## config.mk

```make
export PLATFORM = sky130hd
export DESIGN_NAME = mul32_seq_wallace
export DESIGN_NICKNAME = d
export VERILOG_FILES = /design/src/rtl/mul_pkg.sv /design/src/rtl/wallacetree8x8.sv /design/src/rtl/mul32_seq_wallace.sv
export SDC_FILE = /design/constraint.sdc
export NUM_CORES = 1
export LEC_CHECK = 0
export ABC_CLOCK_PERIOD_IN_PS = 12300
export BUFFER_PORTS_ARGS = -buffer_cell sky130_fd_sc_hd__buf_2
export CORE_AREA = 2 2 266 137
export CTS_CLUSTER_DIAMETER = 80
export DETAILED_ROUTE_END_ITERATION = 10
export DIE_AREA = 0 0 268 139
export SLEW_MARGIN = 20
export SYNTH_ARGS = -nofsm -noshare
export SYNTH_HDL_FRONTEND = slang
export SYNTH_HIERARCHICAL = 1
export SYNTH_SLANG_ARGS = --single-unit
export TNS_END_PERCENT = 1
```

## constraint.sdc

```tcl
create_clock -name clk -period 12.3 [get_ports clk]
set_input_delay 1.23 -clock clk [delete_from_list [all_inputs] [get_ports clk]]
set_output_delay 1.23 -clock clk [all_outputs]
set_load 0.05 [all_outputs]
```

## src/rtl/mul_pkg.sv

```systemverilog
// Shared types for the byte-serial multiplier: FSM states, digit width and
// the 3:2 carry-save compressor used by the Wallace stage.
package mul_pkg;

  typedef enum logic [1:0] {ST_IDLE, ST_CALC, ST_DONE} mul_state_e;

  localparam int DIGIT_W = 8;

  typedef struct packed {
    logic [15:0] sum;
    logic [15:0] carry;
  } csa_t;

  // Full-adder row: three addends in, sum and carry rows out, value preserved mod 2^16.
  function automatic csa_t csa3(input logic [15:0] x, input logic [15:0] y, input logic [15:0] z);
    csa_t r;
    r.sum   = x ^ y ^ z;
    r.carry = ((x & y) | (x & z) | (y & z)) << 1;
    return r;
  endfunction

endpackage

```

## src/rtl/wallacetree8x8.sv

```systemverilog
// Combinational 8x8 unsigned multiplier: eight partial-product rows reduced by
// a carry-save tree to two rows, then one carry-propagate add.
module wallacetree8x8
  import mul_pkg::*;
(
  input  logic [7:0]  a,
  input  logic [7:0]  b,
  output logic [15:0] p
);

  logic [15:0] row [8];
  csa_t l1a, l1b, l2a, l2b, l3, l4;

  // Rows 8 -> 6 -> 4 -> 3 -> 2; the product fits 16 bits, so dropped carries are zero.
  always_comb begin
    for (int k = 0; k < 8; k++) begin
      row[k] = {8'b0, a & {8{b[k]}}} << k;
    end
    l1a = csa3(row[0], row[1], row[2]);
    l1b = csa3(row[3], row[4], row[5]);
    l2a = csa3(l1a.sum, l1a.carry, l1b.sum);
    l2b = csa3(l1b.carry, row[6], row[7]);
    l3  = csa3(l2a.sum, l2a.carry, l2b.sum);
    l4  = csa3(l3.sum, l3.carry, l2b.carry);
    p   = l4.sum + l4.carry;
  end

endmodule

```

## src/rtl/mul32_seq_wallace.sv

```systemverilog
// Iterative unsigned WIDTH x WIDTH multiplier: one 8x8 Wallace stage is reused
// for every byte pair and its shifted products are summed in an accumulator.
module mul32_seq_wallace
  import mul_pkg::*;
#(
  parameter int WIDTH = 32
) (
  input  logic               clk,
  input  logic               rst,
  input  logic               in_valid,
  output logic               in_ready,
  input  logic [WIDTH-1:0]   a,
  input  logic [WIDTH-1:0]   b,
  output logic               out_valid,
  input  logic               out_ready,
  output logic [2*WIDTH-1:0] prod
);

  localparam int NDIG  = WIDTH / DIGIT_W;
  localparam int NSTEP = NDIG * NDIG;
  localparam int CNT_W = (NDIG > 1) ? $clog2(NDIG) : 1;
  localparam int PW    = 2 * WIDTH;
  localparam logic [CNT_W-1:0] LAST = CNT_W'(NDIG - 1);

  mul_state_e state, next_state;

  logic [WIDTH-1:0]   a_q, b_q;
  logic [PW-1:0]      acc;
  logic [CNT_W-1:0]   i, j;
  logic               last_q;
  logic [7:0]         a_byte, b_byte;
  logic [15:0]        pp;
  logic [CNT_W:0]     shift_dig;
  logic [PW-1:0]      pp_shifted;

  assign a_byte     = a_q[DIGIT_W*i +: DIGIT_W];
  assign b_byte     = b_q[DIGIT_W*j +: DIGIT_W];
  assign shift_dig  = {1'b0, i} + {1'b0, j};
  assign pp_shifted = PW'(pp) << (DIGIT_W * shift_dig);

  wallacetree8x8 u_tree (
    .a (a_byte),
    .b (b_byte),
    .p (pp)
  );

  always_ff @(posedge clk) begin
    if (rst) state <= ST_IDLE;
    else     state <= next_state;
  end

  always_comb begin
    next_state = state;
    in_ready   = 1'b0;
    out_valid  = 1'b0;
    case (state)
      ST_IDLE: begin
        in_ready = 1'b1;
        if (in_valid) next_state = ST_CALC;
      end
      ST_CALC: begin
        if (last_q) next_state = ST_DONE;
      end
      ST_DONE: begin
        out_valid = 1'b1;
        if (out_ready) next_state = ST_IDLE;
      end
      default: next_state = ST_IDLE;
    endcase
  end

  // After the final byte pair is summed, one extra CALC cycle moves acc into prod.
  always_ff @(posedge clk) begin
    if (rst) begin
      a_q    <= '0;
      b_q    <= '0;
      acc    <= '0;
      i      <= '0;
      j      <= '0;
      last_q <= 1'b0;
      prod   <= '0;
    end else begin
      case (state)
        ST_IDLE: begin
          if (in_valid) begin
            a_q    <= a;
            b_q    <= b;
            acc    <= '0;
            i      <= '0;
            j      <= '0;
            last_q <= 1'b0;
          end
        end
        ST_CALC: begin
          if (last_q) begin
            prod   <= acc;
            last_q <= 1'b0;
          end else begin
            acc <= acc + pp_shifted;
            if (j == LAST) begin
              j <= '0;
              if (i == LAST) begin
                i      <= '0;
                last_q <= 1'b1;
              end else begin
                i <= i + 1'b1;
              end
            end else begin
              j <= j + 1'b1;
            end
          end
        end
        default: ;
      endcase
    end
  end

endmodule

```

==> run metrics, run 1 <==
CTS tree built; r2r endpoint acc[63]; Max Slew Vio Count 0; post-synth net total 1,917; nets 1,974; reg-to-reg slack, setup 2.62 ns; Area Growth Syn to Fin 11.2%; ANT cells 0; RSZ-0062 raised after global routing no; Worst Setup EP acc[63]; fmax 0.103 GHz; mean post-synth cell area 7.85 um2; final setup fails 0; CP arrival 10.04 ns; die width 268 um; Initial Utilization 0.384; clk_lat worst skew 0.47 ns; WL/cell 19.0 um; total CTS buffers 17; Core Region 0.0351 mm2; largest net degree at the start of global routing 89; postcts setup bufs 0; layout cell share with drive strength beyond 1 0.125; TritonCTS Sinks 199; PwrDens 95.8 mW/mm2; CP max-delay cell dfxtp_1; H-tree depth 4; DR vias 12,592; Critical Path End Type flip-flop; Design Power 1.43 mW; synth warn 6; crit-path leading delay family adder cells; number of global-route vias before repair 11,478; global route overflow 0; DIE AREA 0.0373 mm2; Detail Route Antenna Nets 0; Final HPWL DP 33,700 um; minimum clock period 9.68 ns; synth unique cells 79; GP Congestion 0.994; peak supply drop 0.0590 mV; Final Cycle Share 0.787; DR pass1 iterations 6; Iter 0 DRT Violations 1,375; Startpoint Class flip-flop; Root Buffer clkbuf_16; FP Rows 49; Final Routed Wirelength 43,200 um; FF-to-FF Start i[0]; Crit path top cell by count fa_1; die height 139 um; drt drc 0; Port-buffer cells 133; TNS Setup 0 ns; CP required 12.66 ns; Setup crit start i[0]; sequential area share after synthesis 0.296; Max-slew headroom 0.277; Setup CP Type reg2reg; CTS resizes 0; status finished clean; post-layout util 0.427; initial antenna violation count 0; Crit Path Max Fanout 12; Slew @ Worst Pin 1.05 ns; skew final 0.0196 ns; first-pass GRT wire length 67,400 um; vias per std cell 5.55; Top FF cell, synth dfxtp_1; Crit. path cell count 27; r2r worst-path depth 27; Netlist Area Pre-Place 0.0135 mm2; Synth Register Bits 199; Hold/Removal Path Class reg2reg; clock buffer depth 2; ys async rst share 0; Worst Path Buf+Inv 2; # Max-Cap Violations 0; synthesized instance count 1,716; GR Util All Layers 0.233; clock transition at the registers of the reported paths 0.08 ns; Leak 6.37 nW; Hold-fix buffers, CTS 0; final hold violations 0; Top Ports 134; final-layout fill cell count 3,571; Post-synth EDFFs 0; Crit path largest cell delay 0.78 ns
worst register-to-register path, cell delays in order, from the launching register on:
cell       delay [ns]
dfxtp_1          0.78
mux4_2           0.70
and2_1           0.22
fa_1             0.53
inv_1            0.05
fa_1             0.52
inv_1            0.05
fa_1             0.45
ha_1             0.29
ha_1             0.23
fa_1             0.48
a21oi_1          0.22
nor2_1           0.11
nor3_1           0.32
a21oi_1          0.13
xor2_1           0.22
mux2i_1          0.77
nor2_1           0.13
ha_1             0.51
nand4_1          0.19
or3_1            0.40
or3_1            0.39
a2111oi_2        0.62
o21ai_2          0.18
a21oi_4          0.29
a211oi_2         0.15
mux2_4           0.32
a311o_1          0.30
flip-flops by register name, summed over array words and instances (netlist names):
signal  cells
last_q      1
acc        64
state       2
prod       64
i           2
b_q        32
j           2
a_q        32
how the worst min path moves through the flow:
stage,start,to,slack (ns),cells after the start
2_1_floorplan,a_q[16],a_q[16],0.43,2
3_3_place_gp,prod[49],prod[49],0.44,2
3_5_place_dp,prod[55],prod[55],0.44,2
4_1_cts,prod[55],prod[55],0.46,2
5_1_grt,prod[53],prod[53],0.47,2
6_report,prod[52],prod[52],0.45,2
Yosys cell counts, drive strengths merged, types with 22 or more instances:
cell,instances,area (um2)
nand4,26,163
buf,23,168
o21ai,66,334
and2,58,365
a22oi,30,225
nand2,373,1410
dfxtp,199,3980
clkbuf,80,303
fa,41,821
xor2,30,263
inv,55,206
nor2,128,480
nor3,22,120
a21o,51,384
a21oi,221,1120
ha,92,1150
xnor2,30,263
report_power, final:
group	leakage, nW	total, mW	switching [mW]	internal, mW
Sequential	1.61	0.673	0.0138	0.659
Combinational	4.46	0.168	0.113	0.0549
Clock	0.300	0.594	0.314	0.280
Total	6.37	1.43	0.441	0.994
stage by stage:
| stage | cells | cell area (um2) | setup WS [ns] | hold slack (ns) |
|---|---|---|---|---|
| after floorplan | 1716 | 13500 | 4.45 | 0.433 |
| after global placement | 2238 | 14400 | 2.99 | 0.439 |
| after detailed placement | 2238 | 14400 | 2.88 | 0.444 |
| after CTS | 2270 | 15000 | 2.83 | 0.456 |
| after global routing | 2270 | 15000 | 2.26 | 0.465 |
| final | 2270 | 15000 | 2.62 | 0.453 |
cells by family after synthesis:
logic type / count (synthesis) / synth area share
AO/OA/AOI/OAI: 453 / 0.208
XOR/XNOR: 60 / 0.0390
adder cells (fa/ha/maj): 133 / 0.146
flip-flops: 199 / 0.296
AND/OR/NAND/NOR: 686 / 0.226
buffers and inverters: 158 / 0.0502
multiplexers: 27 / 0.0353
cell type report:
class,instances,area (um2),share of cell area
clock buffers,17,425,0.0284
clock inverters,15,199,0.0133
inverters,55,206,0.0138
repair buffers,141,728,0.0486
multi-input cells,1359,8840,0.590
flip-flops and latches,199,3980,0.266
well taps,484,606,0.0404
routing by layer:
layer / GRT usage / wire length, um / vias up
met1: 0.395 / 23400 / 6026
met2: 0.273 / 15100 / 477
met5: 0 / 0 / -
li1: - / - / 6051
met4: 0.0512 / 671 / 0
met3: 0.0627 / 4010 / 38
placed cells by master, fill, tap and decap left out, types with 6 or more instances in the layout:
master and n:
fa_1 41, xor2_1 30, xnor2_1 30, buf_2 132, a21o_1 50, dfxtp_1 199, clkinv_8 6, nor3_1 20
nor2_1 126, and3_1 6, mux2i_1 10, nand4_1 26, nor2b_1 18, a31oi_1 9, a22o_1 12, and2_1 54
clkbuf_16 17, or2_2 6, mux4_2 16, o21bai_1 10, o21ai_0 61, a21oi_1 220, nand2_1 369, buf_4 9
nand2b_1 11, ha_1 92, inv_1 55, nand3_1 13, a22oi_1 30
(Power assumes the default switching activity.)
==> run 2: changes to the inputs <==
Settings changed: ABC_AREA set to 1, ABC_CLOCK_PERIOD_IN_PS 12300 to 9200, CORE_AREA 2 2 266 137 to 2 2 289 148, DIE_AREA 0 0 268 139 to 0 0 291 150.
Clock period 12.3 ns to 9.2 ns, I/O delays scaled along.
==> run 2 against run 1 <==
Sequential cell count unchanged. Total power is 110% higher. Synthesized cell count grew 56%. Critical path depth grew 2. Worst setup slack worse by 2.0 ns. Critical endpoint is now acc[48]. Clock power is 37% higher. Via count increased by 35%. Highest routed layer unchanged. Hold slack improved by 0.011 ns.
==> run metrics, run 2 <==
clock transition at the registers of the reported paths 0.09 ns (about the same); PwrDens 171 mW/mm2 (+78%); Initial Utilization 0.384 (+0.000686); Iter 0 DRT Violations 1,846 (+34%); Root Buffer clkbuf_16; peak supply drop 0.131 mV (+120%); global route overflow 0 (unchanged); DR pass1 iterations 6 (unchanged); Critical Path End Type flip-flop; layout cell share with drive strength beyond 1 0.0997 (-0.0257); Final Routed Wirelength 61,900 um (+43%); DIE AREA 0.0437 mm2 (+17%); synth warn 6 (unchanged); Design Power 3.00 mW (+110%); commonest non-fill, non-tap cell in the layout nand2_1; FP Rows 53 (+8.2%); WL/cell 18.7 um (-1.8%); Worst Path Buf+Inv 2 (unchanged); synthesized instance count 2,669 (+56%); RSZ-0062 raised after global routing no; Area Growth Syn to Fin 10.8%; Netlist Area Pre-Place 0.0159 mm2 (+18%); ys async rst share 0 (unchanged); Final Cycle Share 0.931 (+0.144); first-pass GRT wire length 93,200 um (+38%); Hold/Removal Path Class reg2reg; Synth Register Bits 199 (unchanged); Core Region 0.0413 mm2 (+18%); Crit path top cell by count nand2_1; Final HPWL DP 49,900 um (+48%); DR vias 16,948 (+35%); GR Util All Layers 0.287 (+0.0535); drt drc 0 (unchanged); skew final 0.0174 ns (-0.00224 ns); crit-path leading delay family adder cells; clk_lat worst skew 0.49 ns (+0.02 ns); Max-slew headroom 0.214 (-0.0623); Leak 9.29 nW (+46%); CTS resizes 0 (unchanged); biggest regs acc: 64 flops, prod: 64 flops; final setup margin 0.635 ns (-1.98 ns); final setup fails 0 (unchanged); H-tree depth 4 (unchanged); Commonest cells post-synth 891 x nand2_1, 422 x inv_1, 306 x nor2_1; Setup CP Type reg2reg; Top FF cell, synth dfxtp_1; CP max-delay cell o22ai_1; synth unique cells 41 (-48%); status finished clean; final-layout fill cell count 4,566 (+28%); postcts setup bufs 0 (unchanged); Detail Route Antenna Nets 0 (unchanged); Slew @ Worst Pin 1.15 ns (+0.0909 ns); vias per std cell 5.12 (-7.7%); Top Ports 134 (unchanged); TNS Setup 0 ns (unchanged); most frequent cells in the layout 890 x nand2_1, 420 x inv_1, 306 x nor2_1, 199 x dfxtp_1, 198 x a21oi_1; fmax 0.117 GHz (+13%); Crit Path Max Fanout 20 (+8); clock buffer depth 2 (unchanged); CP arrival 8.90 ns (-1.14 ns); initial antenna violation count 1 (+1); TritonCTS Sinks 199 (unchanged); post-synth net total 2,870 (+50%); Place WS 0.966 ns (-1.91 ns); Post-synth EDFFs 0 (unchanged); Hold-fix buffers, CTS 0 (unchanged); post-synth top area cell dfxtp_1; top-count cell post-synth nand2_1; minimum clock period 8.56 ns (-1.12 ns); Startpoint Class flip-flop; # Max-Cap Violations 0 (unchanged); mean post-synth cell area 5.95 um2 (-24%); final hold violations 0 (unchanged); die width 291 um (+8.6%); total CTS buffers 17 (unchanged); largest net degree at the start of global routing 82 (-7.9%); sequential area share after synthesis 0.251 (-0.0447); die height 150 um (+7.9%); Yosys top cell area share 0.251 (-0.0447); CTS tree built; CP required 9.53 ns (-3.13 ns); Max Slew Vio Count 0 (unchanged); nets 2,946 (+49%); reg-to-reg slack, setup 0.64 ns (-1.98 ns); Port-buffer cells 133 (unchanged); Crit path largest cell delay 0.87 ns (+0.09 ns); GP Congestion 1.07 (+8.1%); top cells by area, synth dfxtp_1 25%, nand2_1 21%, inv_1 10%, ha_1 7.3%, nor2_1 7.2%; number of global-route vias before repair 15,234 (+33%)
[run 2: changes by cell type in the layout (fill, tap and decap cells not counted), sizes merged, moves of 49 or more]
cell | previous run | this run
o21ai | 66 | 124
a21o | 51 | 2
nand2 | 373 | 915
nand3 | 13 | 120
inv | 61 | 441
nor2 | 128 | 328
and2 | 58 | 0
[run 2: power by group]
part	internal (mW)	switching (mW)
clock network	0.410	0.403
logic	0.381	0.860
registers	0.905	0.0434
total	1.70	1.31
[run 2: worst register-to-register path, delay by kind of cell, from the launching register on]
family / cells / cell delay (ns)
multiplexers: 1 / 0.85
adder cells (fa/ha/maj): 7 / 2.93
flip-flops: 1 / 0.54
AND/OR/NAND/NOR: 16 / 2.49
AO/OA/AOI/OAI: 3 / 1.08
buffers and inverters: 2 / 0.50
[run 2: through the flow]
stage / area, um2 / std cells / hold WS [ns] / util
after floorplan: 15900 / 2669 / 0.450 / -
after global placement: 17000 / 3276 / 0.449 / 0.411
after detailed placement: 17000 / 3276 / 0.454 / 0.411
after CTS: 17600 / 3308 / 0.467 / 0.425
after global routing: 17600 / 3308 / 0.483 / 0.425
final: 17600 / 3309 / 0.464 / 0.426
[run 2: cell type report]
class | count | area, um2 | share of cell area
inverter | 439 | 1650 | 0.0939
sequential | 199 | 3980 | 0.227
clock inverter | 13 | 159 | 0.00904
clock buffer | 19 | 433 | 0.0246
antenna | 1 | 2.50 | 0.000142
multi-input combinational | 1933 | 9830 | 0.559
timing repair buffer | 155 | 833 | 0.0474
tap | 550 | 688 | 0.0391
[run 2: final timing paths]
| path | start | to | cells after the start |
|---|---|---|---|
| max reg2reg | i[0] | acc[48] | 29 |
| min | prod[23] | prod[23] | 2 |
| max | i[0] | acc[48] | 29 |
| min reg2reg | prod[23] | prod[23] | 2 |
[run 2: layer usage]
layer,vias up,wire (um),track usage,part of all wire
met4,0,705,0.0518,0.011
met2,716,20800,0.349,0.34
li1,8386,-,-,-
met1,7798,32500,0.456,0.52
met3,48,7920,0.108,0.13
met5,-,0,0,0
[run 2: logic make-up after synthesis]
kind of cell	after synthesis	share of synthesized area
flops	199	0.251
fa+ha+maj	133	0.124
mux	7	0.00441
simple gates	1423	0.368
xor+xnor	6	0.00331
compound gates	364	0.119
buf+inv	537	0.130
==> run 3: changes to the inputs <==
Settings changed: CORE_AREA 2 2 289 148 to 2 2 360 184, DIE_AREA 0 0 291 150 to 0 0 362 186.
==> run 3 against run 2 <==
Wire length rose by 0.89%. Fmax is 3.7% higher. Largest power group unchanged. Cell area up 2.4%. Clock power increased by 2%. Hold slack got worse by 0.0015 ns. Critical path type unchanged. Cell count is 9.1% higher. Clock-buffer cell count fell by 1. First-iteration DRC count increased by 11%. Highest routed layer is now met5. Global-route usage shrank 10 points. Sequential power hardly changed. Sequential cell count unchanged. Clock skew down 0.0046 ns. Largest cell class unchanged.
==> run metrics, run 3 (synthesis results as in run 2) <==
status finished clean; postcts setup bufs 0 (unchanged); number of global-route vias before repair 14,538 (-4.6%); CP required 9.63 ns (+0.10 ns); Setup CP Type reg2reg; H-tree depth 4 (unchanged); Max Slew Vio Count 0 (unchanged); WL/cell 17.3 um (-7.5%); die height 186 um (+24%); Final HPWL DP 50,300 um (+0.87%); skew final 0.0128 ns (-0.00459 ns); commonest non-fill, non-tap cell in the layout nand2_1; FP Rows 66 (+25%); RSZ-0062 raised after global routing no; initial antenna violation count 4 (+3); global route overflow 0 (unchanged); Final Routed Wirelength 62,500 um (+0.89%); CTS resizes 0 (unchanged); Critical Path End Type flip-flop; Port-buffer cells 133 (unchanged); Final Cycle Share 0.898 (-0.0331); Slew @ Worst Pin 0.986 ns (-0.160 ns); Crit Path Max Fanout 20 (unchanged); most frequent cells in the layout 890 x nand2_1, 420 x inv_1, 306 x nor2_1, 199 x dfxtp_1, 198 x a21oi_1; GP Congestion 1.06 (-1.8%); TritonCTS Sinks 199 (unchanged); DR vias 16,927 (-0.12%); Initial Utilization 0.247 (-0.137); DR pass1 iterations 6 (unchanged); die width 362 um (+24%); Leak 9.31 nW (+0.20%); # Max-Cap Violations 0 (unchanged); Root Buffer clkbuf_16; drt drc 0 (unchanged); clock transition at the registers of the reported paths 0.09 ns (about the same); vias per std cell 4.69 (-8.4%); final hold violations 0 (unchanged); Top Ports 134 (unchanged); peak supply drop 0.163 mV (+24%); minimum clock period 8.26 ns (-0.304 ns); nets 2,945 (-0.034%); Area Growth Syn to Fin 13.4%; Startpoint Class flip-flop; Iter 0 DRT Violations 2,047 (+11%); Detail Route Antenna Nets 0 (unchanged); TNS Setup 0 ns (unchanged); DIE AREA 0.0673 mm2 (+54%); biggest regs acc: 64 flops, prod: 64 flops; CP max-delay cell o22ai_1; fmax 0.121 GHz (+3.7%); largest net degree at the start of global routing 67 (-18%); Hold/Removal Path Class reg2reg; total CTS buffers 17 (unchanged); Design Power 3.00 mW (about the same); Hold-fix buffers, CTS 0 (unchanged); placed insts 3,575 (+9.1%); first-pass GRT wire length 92,000 um (-1.2%); Max-slew headroom 0.343 (+0.129); CTS tree built; final setup fails 0 (unchanged); PwrDens 167 mW/mm2 (-2.2%); GR Util All Layers 0.184 (-0.103); Crit path top cell by count nand2_1; clock buffer depth 2 (unchanged); final cell count without fillers 3,609 (+9.1%); Crit path largest cell delay 0.76 ns (-0.11 ns); Core Region 0.0642 mm2 (+55%); clk_lat worst skew 0.50 ns (about the same); CP arrival 8.70 ns (-0.20 ns); layout cell share with drive strength beyond 1 0.100 (+0.000399)
-- run 3: per-stage QoR --
stage          hold slack, ns  utilization  setup WS [ns]  cell area (um2)
3_5_place_dp            0.453        0.270           1.34            17400
2_1_floorplan           0.450            -           3.15            15900
5_1_grt                 0.477        0.280          0.536            18000
6_report                0.462        0.280          0.939            18000
4_1_cts                 0.468        0.280           1.31            18000
3_3_place_gp            0.450        0.270           1.32            17400
-- run 3: worst paths after layout --
kind	end	start	slack, ns	depth (start not counted)
setup / recovery	acc[51]	j[0]	0.94	30
setup reg to reg	acc[51]	j[0]	0.94	30
hold reg to reg	prod[29]	prod[29]	0.46	2
hold / removal	prod[29]	prod[29]	0.46	2
-- run 3: final cells by class --
type	count	area, um2
multi-input combinational	1933	9830
tap	850	1060
inverter	439	1650
antenna	2	5.00
clock buffer	18	439
fill	7280	46200
clock inverter	14	196
timing repair buffer	154	826
sequential	199	3980
-- run 3: power by group --
group | leakage, nW | total (mW) | switching [mW] | internal (mW)
sequential | 1.62 | 0.951 | 0.0465 | 0.905
combinational | 7.39 | 1.22 | 0.851 | 0.374
clock | 0.308 | 0.828 | 0.425 | 0.403
-- run 3: routing by layer --
layer | part of all wire | vias up | track usage
met5 | 0.00021 | - | 0
met2 | 0.32 | 799 | 0.208
met4 | 0.011 | 2 | 0.0347
met3 | 0.14 | 45 | 0.0768
met1 | 0.53 | 7687 | 0.299
li1 | - | 8394 | -
-- run 3: critical path, delay by kind of cell (launching register included) --
family | cells | cell delay (ns)
adder cells (fa/ha/maj) | 6 | 2.63
AND/OR/NAND/NOR | 15 | 2.60
AO/OA/AOI/OAI | 5 | 1.73
buffers and inverters | 4 | 0.67
flip-flops | 1 | 0.54
